<file path="src/rtl/dbg_uart_pkg.sv">
// ============================================================================
// Module  : dbg_uart_pkg
// Brief   : Shared types and constants for the uart debug responder.
// Revision: 1.0 - initial release
// ============================================================================
`default_nettype none

package dbg_uart_pkg;

    typedef enum logic [1:0] {
        IDLE   = 2'd0,
        DECODE = 2'd1,
        SEND   = 2'd2,
        GAP    = 2'd3
    } dbg_state_t;

    localparam logic [7:0] CMD_PING       = 8'h7F;
    localparam int         CMD_READ_BIT   = 7;

    localparam logic [7:0] HDR_OK_DEFAULT   = 8'hA5;
    localparam logic [7:0] HDR_ERR_DEFAULT  = 8'hEE;
    localparam logic [7:0] PING_ACK_DEFAULT = 8'h5A;

    localparam logic [3:0] LEN_BIN = 4'd5;
    localparam logic [3:0] LEN_HEX = 4'd10;

endpackage

`default_nettype wire

</file>
<file path="src/rtl/uart_debug_responder_if.sv">
// ============================================================================
// Module  : uart_debug_responder_if
// Brief   : Byte-level uart rx/tx handshake between the responder and the uart.
// Revision: 1.0 - initial release
// ============================================================================
`default_nettype none

interface uart_debug_responder_if;
    logic [7:0] rx_data;
    logic       rx_valid;
    logic       rx_re;
    logic [7:0] tx_data;
    logic       tx_we;
    logic       tx_busy;

    modport master (
        input  rx_data, rx_valid, tx_busy,
        output rx_re, tx_data, tx_we
    );

    modport slave (
        output rx_data, rx_valid, tx_busy,
        input  rx_re, tx_data, tx_we
    );
endinterface

`default_nettype wire

</file>
<file path="src/rtl/dbg_hex_ascii.sv">
// ============================================================================
// Module  : dbg_hex_ascii
// Brief   : Combinational nibble to uppercase ASCII hex digit.
// Revision: 1.0 - initial release
// ============================================================================
`default_nettype none

module dbg_hex_ascii (
    input  logic [3:0] nibble,
    output logic [7:0] ascii
);

    always_comb begin
        if (nibble < 4'd10) begin
            ascii = 8'h30 + {4'h0, nibble};
        end else begin
            ascii = 8'h37 + {4'h0, nibble};
        end
    end

endmodule

`default_nettype wire

</file>
<file path="src/rtl/uart_debug_responder.sv">
// ============================================================================
// Module  : uart_debug_responder
// Brief   : Debugger command responder: ping, probe-word read, error reply.
//           Define DBG_HEX_ASCII_EN for ASCII-hex read payloads.
// Revision: 1.0 - initial release
// ============================================================================
`default_nettype none

module uart_debug_responder
    import dbg_uart_pkg::*;
#(
    parameter int         NUM_PROBES = 12,
    parameter logic [7:0] HDR_OK     = HDR_OK_DEFAULT,
    parameter logic [7:0] HDR_ERR    = HDR_ERR_DEFAULT,
    parameter logic [7:0] PING_ACK   = PING_ACK_DEFAULT
) (
    input  logic                     clk,
    input  logic                     rst,
    input  logic [NUM_PROBES*32-1:0] probe_bus,
    uart_debug_responder_if.master   uart,
    output logic                     dbg_active,
    output logic [7:0]               err_cnt
);

`ifdef DBG_HEX_ASCII_EN
    localparam logic [3:0] c_len_read = LEN_HEX;
`else
    localparam logic [3:0] c_len_read = LEN_BIN;
`endif

    dbg_state_t  r_state;
    logic [7:0]  r_cmd;
    logic [7:0]  r_hdr;
    logic [31:0] r_snap;
    logic [3:0]  r_len;
    logic [3:0]  r_cnt;
    logic        r_dbg_active;
    logic [7:0]  r_err_cnt;

    logic [6:0]  w_idx;
    logic        w_idx_ok;
    logic [31:0] w_probe_word;
    logic [7:0]  w_byte;
    logic        w_send;

    assign w_idx    = r_cmd[6:0];
    assign w_idx_ok = ({25'd0, w_idx} < 32'(NUM_PROBES));

    always_comb begin
        w_probe_word = 32'h0;
        for (int k = 0; k < NUM_PROBES; k++) begin
            if (w_idx == 7'(k)) begin
                w_probe_word = probe_bus[32*k +: 32];
            end
        end
    end

`ifdef DBG_HEX_ASCII_EN
    logic [3:0] w_nibble;
    logic [7:0] w_ascii;

    always_comb begin
        case (r_cnt)
            4'd1:    w_nibble = r_snap[31:28];
            4'd2:    w_nibble = r_snap[27:24];
            4'd3:    w_nibble = r_snap[23:20];
            4'd4:    w_nibble = r_snap[19:16];
            4'd5:    w_nibble = r_snap[15:12];
            4'd6:    w_nibble = r_snap[11:8];
            4'd7:    w_nibble = r_snap[7:4];
            4'd8:    w_nibble = r_snap[3:0];
            default: w_nibble = 4'h0;
        endcase
    end

    dbg_hex_ascii u_hex_ascii (
        .nibble (w_nibble),
        .ascii  (w_ascii)
    );

    always_comb begin
        if (r_cnt == 4'd0) begin
            w_byte = r_hdr;
        end else if (r_cnt == 4'd9) begin
            w_byte = 8'h0A;
        end else begin
            w_byte = w_ascii;
        end
    end
`else
    always_comb begin
        case (r_cnt)
            4'd1:    w_byte = r_snap[31:24];
            4'd2:    w_byte = r_snap[23:16];
            4'd3:    w_byte = r_snap[15:8];
            4'd4:    w_byte = r_snap[7:0];
            default: w_byte = r_hdr;
        endcase
    end
`endif

    // Strobes are decoded from the registered state so the uart consumes/loads
    // in the IDLE/SEND cycle itself; GAP then absorbs the busy-flag latency.
    assign w_send       = !rst && (r_state == SEND) && !uart.tx_busy;
    assign uart.tx_we   = w_send;
    assign uart.tx_data = w_send ? w_byte : 8'h00;
    assign uart.rx_re   = !rst && (r_state == IDLE) && uart.rx_valid;

    assign dbg_active = r_dbg_active;
    assign err_cnt    = r_err_cnt;

    always_ff @(posedge clk) begin
        if (rst) begin
            r_state      <= IDLE;
            r_cmd        <= 8'h00;
            r_hdr        <= 8'h00;
            r_snap       <= 32'h0;
            r_len        <= 4'd0;
            r_cnt        <= 4'd0;
            r_dbg_active <= 1'b0;
            r_err_cnt    <= 8'h00;
        end else begin
            case (r_state)
                IDLE: begin
                    if (uart.rx_valid) begin
                        r_cmd        <= uart.rx_data;
                        r_dbg_active <= 1'b1;
                        r_state      <= DECODE;
                    end
                end
                DECODE: begin
                    r_cnt   <= 4'd0;
                    r_state <= SEND;
                    if (r_cmd == CMD_PING) begin
                        r_hdr <= PING_ACK;
                        r_len <= 4'd1;
                    end else if (r_cmd[CMD_READ_BIT] && w_idx_ok) begin
                        r_hdr  <= HDR_OK;
                        r_len  <= c_len_read;
                        r_snap <= w_probe_word;
                    end else begin
                        r_hdr <= HDR_ERR;
                        r_len <= 4'd1;
                        if (r_err_cnt != 8'hFF) begin
                            r_err_cnt <= r_err_cnt + 8'd1;
                        end
                    end
                end
                SEND: begin
                    if (!uart.tx_busy) begin
                        r_cnt   <= r_cnt + 4'd1;
                        r_state <= GAP;
                    end
                end
                GAP: begin
                    if (r_cnt == r_len) begin
                        r_dbg_active <= 1'b0;
                        r_state      <= IDLE;
                    end else begin
                        r_state <= SEND;
                    end
                end
                default: r_state <= IDLE;
            endcase
        end
    end

endmodule

`default_nettype wire

</file>
<file path="src/flat_wrapper.sv">
// flat-port wrapper written by rule: the top's interface ports become plain ports
module uart_debug_responder_flat import dbg_uart_pkg::*;
#(
    parameter int         NUM_PROBES = 12,
    parameter logic [7:0] HDR_OK     = HDR_OK_DEFAULT,
    parameter logic [7:0] HDR_ERR    = HDR_ERR_DEFAULT,
    parameter logic [7:0] PING_ACK   = PING_ACK_DEFAULT
)
  (clk, rst, probe_bus, dbg_active, err_cnt, uart_rx_data, uart_rx_valid, uart_tx_busy, uart_rx_re, uart_tx_data, uart_tx_we);
  uart_debug_responder_if uart_i ();
  input  logic clk;
  input  logic rst;
  input  logic [NUM_PROBES*32-1:0] probe_bus;
  output logic dbg_active;
  output logic [7:0] err_cnt;
  input wire logic [$bits(uart_i.rx_data)-1:0] uart_rx_data;
  input wire logic [$bits(uart_i.rx_valid)-1:0] uart_rx_valid;
  input wire logic [$bits(uart_i.tx_busy)-1:0] uart_tx_busy;
  output wire logic [$bits(uart_i.rx_re)-1:0] uart_rx_re;
  output wire logic [$bits(uart_i.tx_data)-1:0] uart_tx_data;
  output wire logic [$bits(uart_i.tx_we)-1:0] uart_tx_we;
  assign uart_i.rx_data = uart_rx_data;
  assign uart_i.rx_valid = uart_rx_valid;
  assign uart_i.tx_busy = uart_tx_busy;
  assign uart_rx_re = uart_i.rx_re;
  assign uart_tx_data = uart_i.tx_data;
  assign uart_tx_we = uart_i.tx_we;
  uart_debug_responder #(.NUM_PROBES(NUM_PROBES), .HDR_OK(HDR_OK), .HDR_ERR(HDR_ERR), .PING_ACK(PING_ACK)) u_core (.clk(clk), .rst(rst), .probe_bus(probe_bus), .uart(uart_i), .dbg_active(dbg_active), .err_cnt(err_cnt));
endmodule
</file>
<file path="config.mk">
export PLATFORM = sky130hd
export DESIGN_NAME = uart_debug_responder_flat
export DESIGN_NICKNAME = d
export VERILOG_FILES = /design/src/rtl/dbg_uart_pkg.sv /design/src/rtl/uart_debug_responder_if.sv /design/src/rtl/dbg_hex_ascii.sv /design/src/rtl/uart_debug_responder.sv /design/src/flat_wrapper.sv
export SDC_FILE = /design/constraint.sdc
export NUM_CORES = 1
export LEC_CHECK = 0
export CAP_MARGIN = 5
export CELL_PAD_IN_SITES_DETAIL_PLACEMENT = 1
export CELL_PAD_IN_SITES_GLOBAL_PLACEMENT = 1
export CORE_MARGIN = 4
export CORE_UTILIZATION = 27
export DETAILED_ROUTE_END_ITERATION = 8
export PLACE_DENSITY = 0.91
export SETUP_SLACK_MARGIN = 0.4
export SLEW_MARGIN = 20
export SYNTH_ARGS = -nofsm -noshare
export SYNTH_HDL_FRONTEND = slang
export SYNTH_SLANG_ARGS = --single-unit
</file>
<file path="constraint.sdc">
create_clock -name clk -period 4.55 [get_ports clk]
set_input_delay 0.91 -clock clk [delete_from_list [all_inputs] [get_ports clk]]
set_output_delay 0.91 -clock clk [all_outputs]
set_load 0.01 [all_outputs]
</file>
==> results.yml <==
run_status:
  outcome: "finished, final reports clean"
layout:
  fin_nets: 1595
  multi_input_area_um2: 4878
  drive_gt1_frac: 0.09766
  fillerInstances: 2754
  final_cell_mix: "clkdlybuf4s50_1, nor2_1, a21oi_1"
  syn2layout_area_growth_pct: 71.37
  layout_commonest_cell: "clkdlybuf4s50_1"
  fin_util: 0.4729
  ff_latch_area_um2: 1209
grt:
  gr-total-overflow: 0
  grt_max_degree: 59
  grt_pass1_vias: 9635
  antenna_found_initial: 8
  grt_pass1_wl_um: 61230
  grtUsageTotal: 0.3027
synthesis:
  synth_cells: 842
  synth_compound_area_frac: 0.3758
  synth_top_family_by_area: "compound AO/OA/AOI/OAI gates"
  ys_dominant_reg_cell: "dfxtp_1"
  synth_cell_types: 75
  syn_area_um2: 6516
  yosys_warnings: 0
  yosys.area_share.simple: 0.2001
  synth_seq_area_share: 0.1843
  yosys.area_share.adder: 0.009601
  synth_mux_area_frac: 0.1484
  synth-seq-cells: 60
  async_flop_share: 0
  syn_nets: 1243
  avgSynthCellArea_um2: 7.739
  synth-xor-area-share: 0.009409
  synth_edf_count: 0
worst_setup_path:
  rr_worst_depth: 5
  required_ns: 3.64
  regToRegStartpoint: "u_core.r_cmd[6]$_SDFFE_PP0P_"
  end_kind: "output port"
  path_max_fanout: 11
  arrival_ns: 3.02
  critPathKind: "reg -> out"
  rr_endpoint: "u_core.r_snap[17]$_SDFFE_PP0P_"
  critPathLaunchType: "flip-flop"
  rrSetupSlack_ns: 1.37
flow_run:
  maxCapViolCount: 0
sta:
  fin_crit_ns: 3.932
  max_freq_mhz: 254.3
  rsz0062_at_grt: "false"
  setup_viol: 0
  min_period_over_period: 0.8642
  worst_pin_slew_ns: 1.062
  hold_viol_final: 0
  setup_tns_ns: 0
  maxSlewViolCount: 0
  worst_slack_ns: 0.6178
  whs_ns: 0.4933
  skew_ns: 0.009659
  slew_headroom: 0.2897
floorplanning:
  io_pins: 415
  rows: 56
  start_util: 0.2760
  fp.dieW_um: 163.4
  chipHeight_um: 163.4
  coreArea_um2: 23610
  die_area_um2: 26680
detailed_routing:
  drt-initial-drc-count: 659
  wl_per_cell_um: 27.78
  routed_wl_um: 42250
  dr.pass1.iters: 5
  vias: 8889
  ant_nets: 0
  vias_per_cell: 5.844
  drcViolationCount: 0
worst_hold_path:
  hold_end: "u_core.r_hdr[4]$_SDFFE_PP0P_"
  hold_path_class: "reg -> reg"
  whs_path_depth: 2
  hold_path_startpoint: "u_core.r_hdr[4]$_SDFFE_PP0P_"
power:
  power_mw: 2.332
  leakagePower_nw: 3.891
  ir_drop_mv: 0.1429
  p_per_area_nw_per_um2: 208.8
clocking:
  cts_root_buf: "clkbuf_16"
  ctsHoldBuffers: 0
  cts_setup_buffers: 0
  cts_max_path_buffers: 2
  clk_latency_ns: 0.33
  cts.sinks: 60
  tritoncts: "done"
  cts_buffers: 9
  htreeDepth: 3
  clk_pin_slew_ns: 0.06
place:
  dp_hpwl_um: 34180
  place_congestion: 0.9092
  io_buffers: 414
  dp_slack_ns: 0.5161
## cell type report
type / count / share of cell area
sequential: 60 / 0.1082
multi-input combinational: 674 / 0.4369
antenna: 4 / 0.0008964
clock inverter: 4 / 0.006611
timing repair buffer: 435 / 0.3852
inverter: 14 / 0.004706
clock buffer: 11 / 0.02174
tap: 319 / 0.03574
## per-layer routing
metal  vias to the layer above  routed length (um)  GRT usage
li1                       4000                   -          -
met1                      4400               16440     0.3588
met2                       407               21110     0.5475
met3                        72                3538    0.07242
met4                        10                1084    0.07777
met5                         -                  70          0
## flip-flops by register name (all words and copies together), names as in the netlist
signal and count:
u_core.r_len 1, u_core.err_cnt 8, u_core.r_cmd 8, u_core.r_cnt 4, u_core.dbg_active 1, u_core.r_hdr 4, u_core.r_snap 32, u_core.r_state 2
## cells by family after synthesis
group,count (synthesis)
compound gates,338
xor+xnor,7
fa+ha+maj,5
buf+inv,108
flops,60
mux,74
simple gates,250
## worst max-delay path, cell delays in order, from the launching register on
cell and delay [ns]:
dfxtp_1 0.48, ha_1 0.46, nor4_1 0.13, nor3_2 0.49, o21ai_0 0.29, a21oi_1 0.26, clkdlybuf4s50_1 0.58
## through the flow
step,instance area (um^2),std cells
2_1_floorplan,6516,842
3_3_place_gp,10830,1502
3_5_place_dp,10830,1502
4_1_cts,11150,1517
5_1_grt,11160,1520
6_report,11170,1521
## worst max path at each step
stage / from / endpoint / slack, ns / cells after the start
floorplan: uart_tx_busy / uart_tx_data[1] / 1.61 / 3
global placement: uart_tx_busy / uart_tx_data[6] / 0.77 / 6
detailed placement: uart_tx_busy / uart_tx_data[6] / 0.52 / 6
CTS: uart_tx_busy / uart_tx_data[6] / 0.54 / 6
global route: u_core.r_cnt[0]$_SDFFE_PP0P_ / uart_tx_data[6] / 0.41 / 6
finish: u_core.r_cnt[0]$_SDFFE_PP0P_ / uart_tx_data[6] / 0.62 / 6
## where the power goes
part | internal (mW) | total (mW) | switching (mW) | leakage (nW)
clock network | 0.491 | 0.733 | 0.242 | 0.156
registers | 0.542 | 0.580 | 0.0382 | 0.488
logic | 0.534 | 1.02 | 0.485 | 3.25
total | 1.57 | 2.33 | 0.765 | 3.89
## Yosys cell counts, types with 12 or more instances
cell      count  area (um^2)
inv_1        13        48.80
o211ai_1     33        247.7
buf_2        25        125.1
nor2_1       88        330.3
a31oi_1      14        87.58
mux2i_1      19        190.2
nand2_1      45        168.9
dfxtp_1      60         1201
o31ai_1      17        127.6
a21o_1       23        172.7
mux4_2       14        315.3
a221oi_1     12        105.1
o21ai_0      29        145.1
a21oi_1      70        350.3
mux2_2       41        461.7
and3b_1      13        113.9
a22oi_1      44        330.3
a221o_1      34        340.3
clkbuf_1     55        206.5
nand3_1      23        115.1
## repair_timing
| item | in CTS | in global routing |
|---|---|---|
| pin swaps | 0 | 1 |
| endpoints found under the setup margin | 6 | 1 |
| resized for setup | 1 | 1 |
Note: power is estimated with default switching activity, not from simulation.
